[config.mk]
export PLATFORM = sky130hd
export DESIGN_NAME = button_event_gen
export DESIGN_NICKNAME = d
export VERILOG_FILES = /design/src/rtl/button_event_gen.sv
export SDC_FILE = /design/constraint.sdc
export NUM_CORES = 1
export LEC_CHECK = 0
export BUFFER_PORTS_ARGS = -buffer_cell sky130_fd_sc_hd__buf_2
export CORE_MARGIN = 2
export CORE_UTILIZATION = 45
export DETAILED_ROUTE_END_ITERATION = 12
export MAX_ROUTING_LAYER = met4
export PLACE_DENSITY = 0.73
export SLEW_MARGIN = 20
export SYNTH_ARGS = -nofsm -noshare
export SYNTH_HDL_FRONTEND = slang
export SYNTH_SLANG_ARGS = --single-unit
[constraint.sdc]
create_clock -name clk -period 1.91 [get_ports clk]
set_input_delay 0.382 -clock clk [delete_from_list [all_inputs] [get_ports clk]]
set_output_delay 0.382 -clock clk [all_outputs]
set_load 0.01 [all_outputs]
[src/rtl/button_event_gen.sv]
// Turns a debounced push-button level into single-cycle press/release/long/repeat
// pulses, a held level and a wrapping press counter. All outputs are registered.
module button_event_gen #(
    parameter bit ACTIVE_LOW   = 1'b1,
    parameter int LONG_TICKS   = 25_000_000,
    parameter int REPEAT_TICKS = 5_000_000,
    parameter int CNT_W        = 25
) (
    input  logic       clk,
    input  logic       rst,
    input  logic       btn_level,
    input  logic       repeat_en,
    output logic       press_pulse,
    output logic       release_pulse,
    output logic       long_pulse,
    output logic       repeat_pulse,
    output logic       held,
    output logic [7:0] press_count
);

    typedef enum logic [1:0] {
        IDLE = 2'd0,
        HELD = 2'd1,
        LONG = 2'd2
    } state_t;

    localparam logic [CNT_W-1:0] LONG_TC   = CNT_W'(LONG_TICKS - 1);
    localparam logic [CNT_W-1:0] REPEAT_TC = CNT_W'(REPEAT_TICKS - 1);

    logic             pressed;
    logic             prev_q;
    state_t           state;
    state_t           state_n;
    logic [CNT_W-1:0] cnt;
    logic [CNT_W-1:0] cnt_n;
    logic             press_n;
    logic             release_n;
    logic             long_n;
    logic             repeat_n;
    logic [7:0]       count_n;

    assign pressed = ACTIVE_LOW ? ~btn_level : btn_level;

    always_comb begin
        state_n   = state;
        cnt_n     = cnt;
        press_n   = 1'b0;
        release_n = 1'b0;
        long_n    = 1'b0;
        repeat_n  = 1'b0;
        count_n   = press_count;
        case (state)
            IDLE: begin
                cnt_n = '0;
                if (pressed && !prev_q) begin
                    state_n = HELD;
                    press_n = 1'b1;
                    count_n = press_count + 8'd1;
                end
            end
            // Release is tested first so it wins over a terminal count.
            HELD: begin
                if (!pressed) begin
                    state_n   = IDLE;
                    release_n = 1'b1;
                    cnt_n     = '0;
                end else if (cnt == LONG_TC) begin
                    state_n = LONG;
                    long_n  = 1'b1;
                    cnt_n   = '0;
                end else begin
                    cnt_n = cnt + 1'b1;
                end
            end
            LONG: begin
                if (!pressed) begin
                    state_n   = IDLE;
                    release_n = 1'b1;
                    cnt_n     = '0;
                end else if (!repeat_en) begin
                    cnt_n = '0;
                end else if (cnt == REPEAT_TC) begin
                    repeat_n = 1'b1;
                    cnt_n    = '0;
                end else begin
                    cnt_n = cnt + 1'b1;
                end
            end
            default: begin
                state_n = IDLE;
                cnt_n   = '0;
            end
        endcase
    end

    // prev_q resets high so a button held through reset needs a fresh press.
    always_ff @(posedge clk) begin
        if (rst) begin
            state         <= IDLE;
            cnt           <= '0;
            prev_q        <= 1'b1;
            press_pulse   <= 1'b0;
            release_pulse <= 1'b0;
            long_pulse    <= 1'b0;
            repeat_pulse  <= 1'b0;
            held          <= 1'b0;
            press_count   <= 8'd0;
        end else begin
            state         <= state_n;
            cnt           <= cnt_n;
            prev_q        <= pressed;
            press_pulse   <= press_n;
            release_pulse <= release_n;
            long_pulse    <= long_n;
            repeat_pulse  <= repeat_n;
            held          <= (state_n != IDLE);
            press_count   <= count_n;
        end
    end

endmodule
==> tab_implementation.tex <==
\begin{tabular}{lr}
\hline
Metric & Value \\
\hline
\multicolumn{2}{l}{\textbf{Logic synthesis}} \\
\quad Synth top cells by count & nor2\_1 (43), dfxtp\_1 (41), xnor2\_1 (15), xor2\_1 (15), nand3\_1 (12) \\
\quad Largest cells by area after synthesis & dfxtp\_1 (43\%), nor2\_1 (8.5\%), xnor2\_1 (6.9\%) \\
\quad Post-synthesis cell type with the largest combined area & dfxtp\_1 \\
\quad Register area share after synthesis & 43.33\% \\
\quad Post-synth top area share & 43.33\% \\
\quad Post-Synthesis Net Count & 224 \\
\quad Number of enable-type register cells in the synthesized netlist & 0 \\
\quad Average instance area after synthesis & slightly below 9 sq um \\
\quad Number of standard cells after synthesis & 214 \\
\quad Warning count from the yosys run & 0 \\
\quad Cell with the most instances after synthesis & nor2\_1 \\
\quad Post-synthesis instance area & 1894 sq um \\
\quad Most instantiated flip-flop cell in the synthesis netlist & dfxtp\_1 \\
\quad Number of synthesized register bits & a little over 40 \\
\quad Synth async-reset ratio & 0\% \\
\quad Unique cell type count in the Yosys netlist & 33 \\
\multicolumn{2}{l}{\textbf{Place}} \\
\quad Port buffer count & 16 \\
\quad DP HPWL & 2708 um \\
\quad Final RePlAce weighted congestion & between 0.8 and 0.9 \\
\quad Cell Count Post-Placement & 292 \\
\multicolumn{2}{l}{\textbf{Floorplanning}} \\
\quad Number of placement rows & 23 \\
\quad Die Wd & 68.88 um \\
\quad Number of ports placed on the die boundary & 17 \\
\quad Initial core utilization & 47.02\% \\
\quad Total Die Area & 4744 sq um \\
\quad Area of the core & roughly 4000 sq um \\
\quad Die Y-Extent & approximately 69 um \\
\multicolumn{2}{l}{\textbf{Critical path}} \\
\quad Sum of buffers and inverters on the critical path & 1 \\
\quad R2R Path End & cnt[24] \\
\quad Endpoint kind of the worst setup timing path & register \\
\quad Startpoint of the worst-slack reg-to-reg timing path & cnt[1] \\
\quad Maximum fanout encountered on the critical timing path & 6 \\
\quad Flop2flop setup slack & -0.01 ns \\
\quad Crit-path cells & ha\_4, nor4bb\_4, nand3\_1, or4\_4, a2bb2oi\_4, buf\_6, nor2\_1 \\
\quad Startpoint-to-endpoint class of the critical path & register to register \\
\quad Category of the worst setup path launch point & register \\
\quad Dominant delay contributor by cell family on the critical path & simple AND/OR/NAND/NOR gates \\
\quad CP max stage cell & or4\_4 \\
\quad Data required time of the critical path & 2.10 ns \\
\quad Delay of the slowest cell on the worst path & 0.57 ns \\
\quad Data arrival at the endpoint of the critical path & 2.12 ns \\
\quad Count of cells along the worst register-to-register path & 7 \\
\multicolumn{2}{l}{\textbf{Clocking}} \\
\quad Clk Tree Root Cell & clkbuf\_8 \\
\quad Number of clock sinks & 41 \\
\quad Later-pin clock latency in the skew report & 0.30 ns \\
\quad Inserted Clock Buffers & 5 \\
\quad Number of levels the H-tree was split into & 2 \\
\quad Worst-path clk slew & 0.08 ns \\
\quad TritonCTS clock tree & yes \\
\quad Clock tree buffer depth & 2 \\
\multicolumn{2}{l}{\textbf{Timing}} \\
\quad Final clock period utilization by the worst path & 100.8\% \\
\quad Worst Tran Pin Value & 0.3400 ns \\
\quad Tmin final & 1.925 ns \\
\quad RSZ-0062 raised after global routing & yes \\
\quad Worst clock skew & 0.009119 ns \\
\quad Slew margin rel. & 77.27\% \\
\quad Number of pins with negative max-slew slack in the final report & 0 \\
\quad Maximum clock frequency & 519.6 MHz \\
\quad Final Hold Vio Count & 0 \\
\quad Worst path setup slack after routing & -0.01454 ns \\
\quad Final setup violation count & 10 \\
\multicolumn{2}{l}{\textbf{Routing}} \\
\quad Sum of routed wire length over all layers & around 3800 um \\
\quad Post-detailed-route DRC marker count & 0 \\
\quad Antenna viol nets, final & 0 \\
\quad Violation count after the first detailed-route iteration & 44 \\
\quad Wire length per cell & between 10 and 15 um \\
\quad Detail-routed via count per cell & 5.102 \\
\quad Total via count in the routed design & roughly 1500 \\
\quad Number of optimization iterations in the first detailed-route pass & 4 \\
\multicolumn{2}{l}{\textbf{Global route}} \\
\quad Largest net degree at the start of global routing & 15 \\
\quad Met2 usage & 29.57\% \\
\quad Vias in the first global route & 1446 \\
\quad Total routing resource utilization after global routing & 18.82\% \\
\quad Busiest layer in global routing & met2 \\
\quad Wire length of the first global-routing pass & 6299 um \\
\quad Total congestion overflow after global routing & 0 \\
\quad Met1 Use GR & approximately a fifth \\
\quad Antenna violations before repair & 0 \\
\quad M3 GR Usage & between 6 and 7\% \\
\multicolumn{2}{l}{\textbf{Worst hold path}} \\
\quad Worst hold path type & input pin to register \\
\quad Worst Hold Endpoint & prev\_q \\
\quad Cell depth of the worst min-delay path & 2 \\
\quad Startpoint of the worst hold path & btn\_level \\
\multicolumn{2}{l}{\textbf{Final layout}} \\
\quad Number of nets in the layout & 262 \\
\quad Ratio of cells with drive above 1 in the final layout & 24.51\% \\
\quad Utilization of the core after routing & 59.35\% \\
\quad Number of antenna cells inserted & 0 \\
\quad Final std cells w/o fill & 303 \\
\quad Number of inserted filler cells in the final layout & 362 \\
\quad Layout area overhead & 26.22\% \\
\multicolumn{2}{l}{\textbf{Job}} \\
\quad Max-cap violation count & 0 \\
\multicolumn{2}{l}{\textbf{Status}} \\
\quad Outcome & complete, but fails checks \\
\quad Violated checks & negative setup slack \\
\multicolumn{2}{l}{\textbf{Power}} \\
\quad Total power density per cell area & 730.1 nW/um\^{}2 \\
\quad VDD IR max & 0.5493 mV \\
\quad Static leakage & 0.8984 nW \\
\hline
\end{tabular}
cell type report:
cell class,instances,area (sq um),share of cell area (%)
Clock buffer,5,68.82,2.878
Clock inverter,3,68.82,2.878
Inverter,8,30.03,1.256
Multi-Input combinational cell,157,1074,44.90
Sequential cell,41,823.3,34.43
Tap cell,50,62.56,2.616
Timing Repair Buffer,39,264.0,11.04
logic make-up after synthesis:
logic type,Yosys count,synth area share [%]
buf+inv,16,3.963
flops,41,43.33
xor+xnor,30,13.87
fa+ha+maj,6,3.963
mux,1,0.5284
compound gates,7,3.237
simple gates,113,31.11
routing by layer:
metal  vias to the layer above  share of wire [%]
li1                        795                  -
met2                        35                 47
met5                         -                  0
met1                       705                 46
met4                         0                2.5
met3                        11                4.8
what timing repair did:
| action | 4_1_cts | 5_1_grt |
|---|---|---|
| hold buffers | 0 | 0 |
| gates resized for setup | 6 | 10 |
| endpoints found under the setup margin | 25 | 26 |
| pin swaps | 2 | 2 |
| buffers inserted | 1 | 2 |
metrics by stage:
step	hold WS, ns	power [mW]	cell area [sq um]	setup slack (ns)	setup TNS, ns
after floorplan	0.4130	0.9105	1906	0.01588	0
after global placement	0.4880	0.9238	2153	0.01886	0
after detailed placement	0.5085	0.9252	2153	-0.02940	-0.3611
after CTS	0.3270	1.756	2335	-0.00006262	-0.00006262
after global routing	0.3217	1.795	2391	-0.09832	-2.038
final	0.3304	1.746	2391	-0.01454	-0.06910
state kept, by name (all words and copies together) (netlist names):
signal / cells
prev_q: 1
repeat_pulse: 1
cnt: 25
long_pulse: 1
held: 1
state: 2
press_count: 8
release_pulse: 1
press_pulse: 1
where the power goes:
| group | switching (mW) | total [mW] | internal, mW |
|---|---|---|---|
| sequential | 0.00424 | 0.864 | 0.860 |
| clock | 0.315 | 0.841 | 0.526 |
| combinational | 0.0228 | 0.0410 | 0.0182 |
| total | 0.342 | 1.75 | 1.40 |
placed cells by master, fill, tap and decap left out, types with 2 or more instances in the layout:
cell,instances
and2_1,2
and3_1,5
and4_1,5
buf_2,16
buf_4,20
buf_6,3
bufinv_16,2
clkbuf_8,5
dfxtp_1,39
dfxtp_2,2
ha_1,5
inv_1,8
nand2_1,10
nand2b_1,2
nand3_1,12
nand4_1,9
nor2_1,38
nor2_2,4
nor2b_1,4
nor3_1,8
nor4_1,2
nor4bb_4,2
o21ai_0,3
xnor2_1,15
xor2_1,15
worst max path at each step:
stage               cells after the start  startpoint  endpoint  slack [ns]
global route                            7      cnt[1]    cnt[1]        -0.1
CTS                                     6      cnt[7]    cnt[3]    -0.00006
global placement                        7      cnt[1]   cnt[11]        0.02
detailed placement                      7      cnt[1]    cnt[9]       -0.03
floorplan                               7      cnt[0]   cnt[24]        0.02
finish                                  7      cnt[1]   cnt[24]       -0.01
Power figures use the tool's default switching activity.
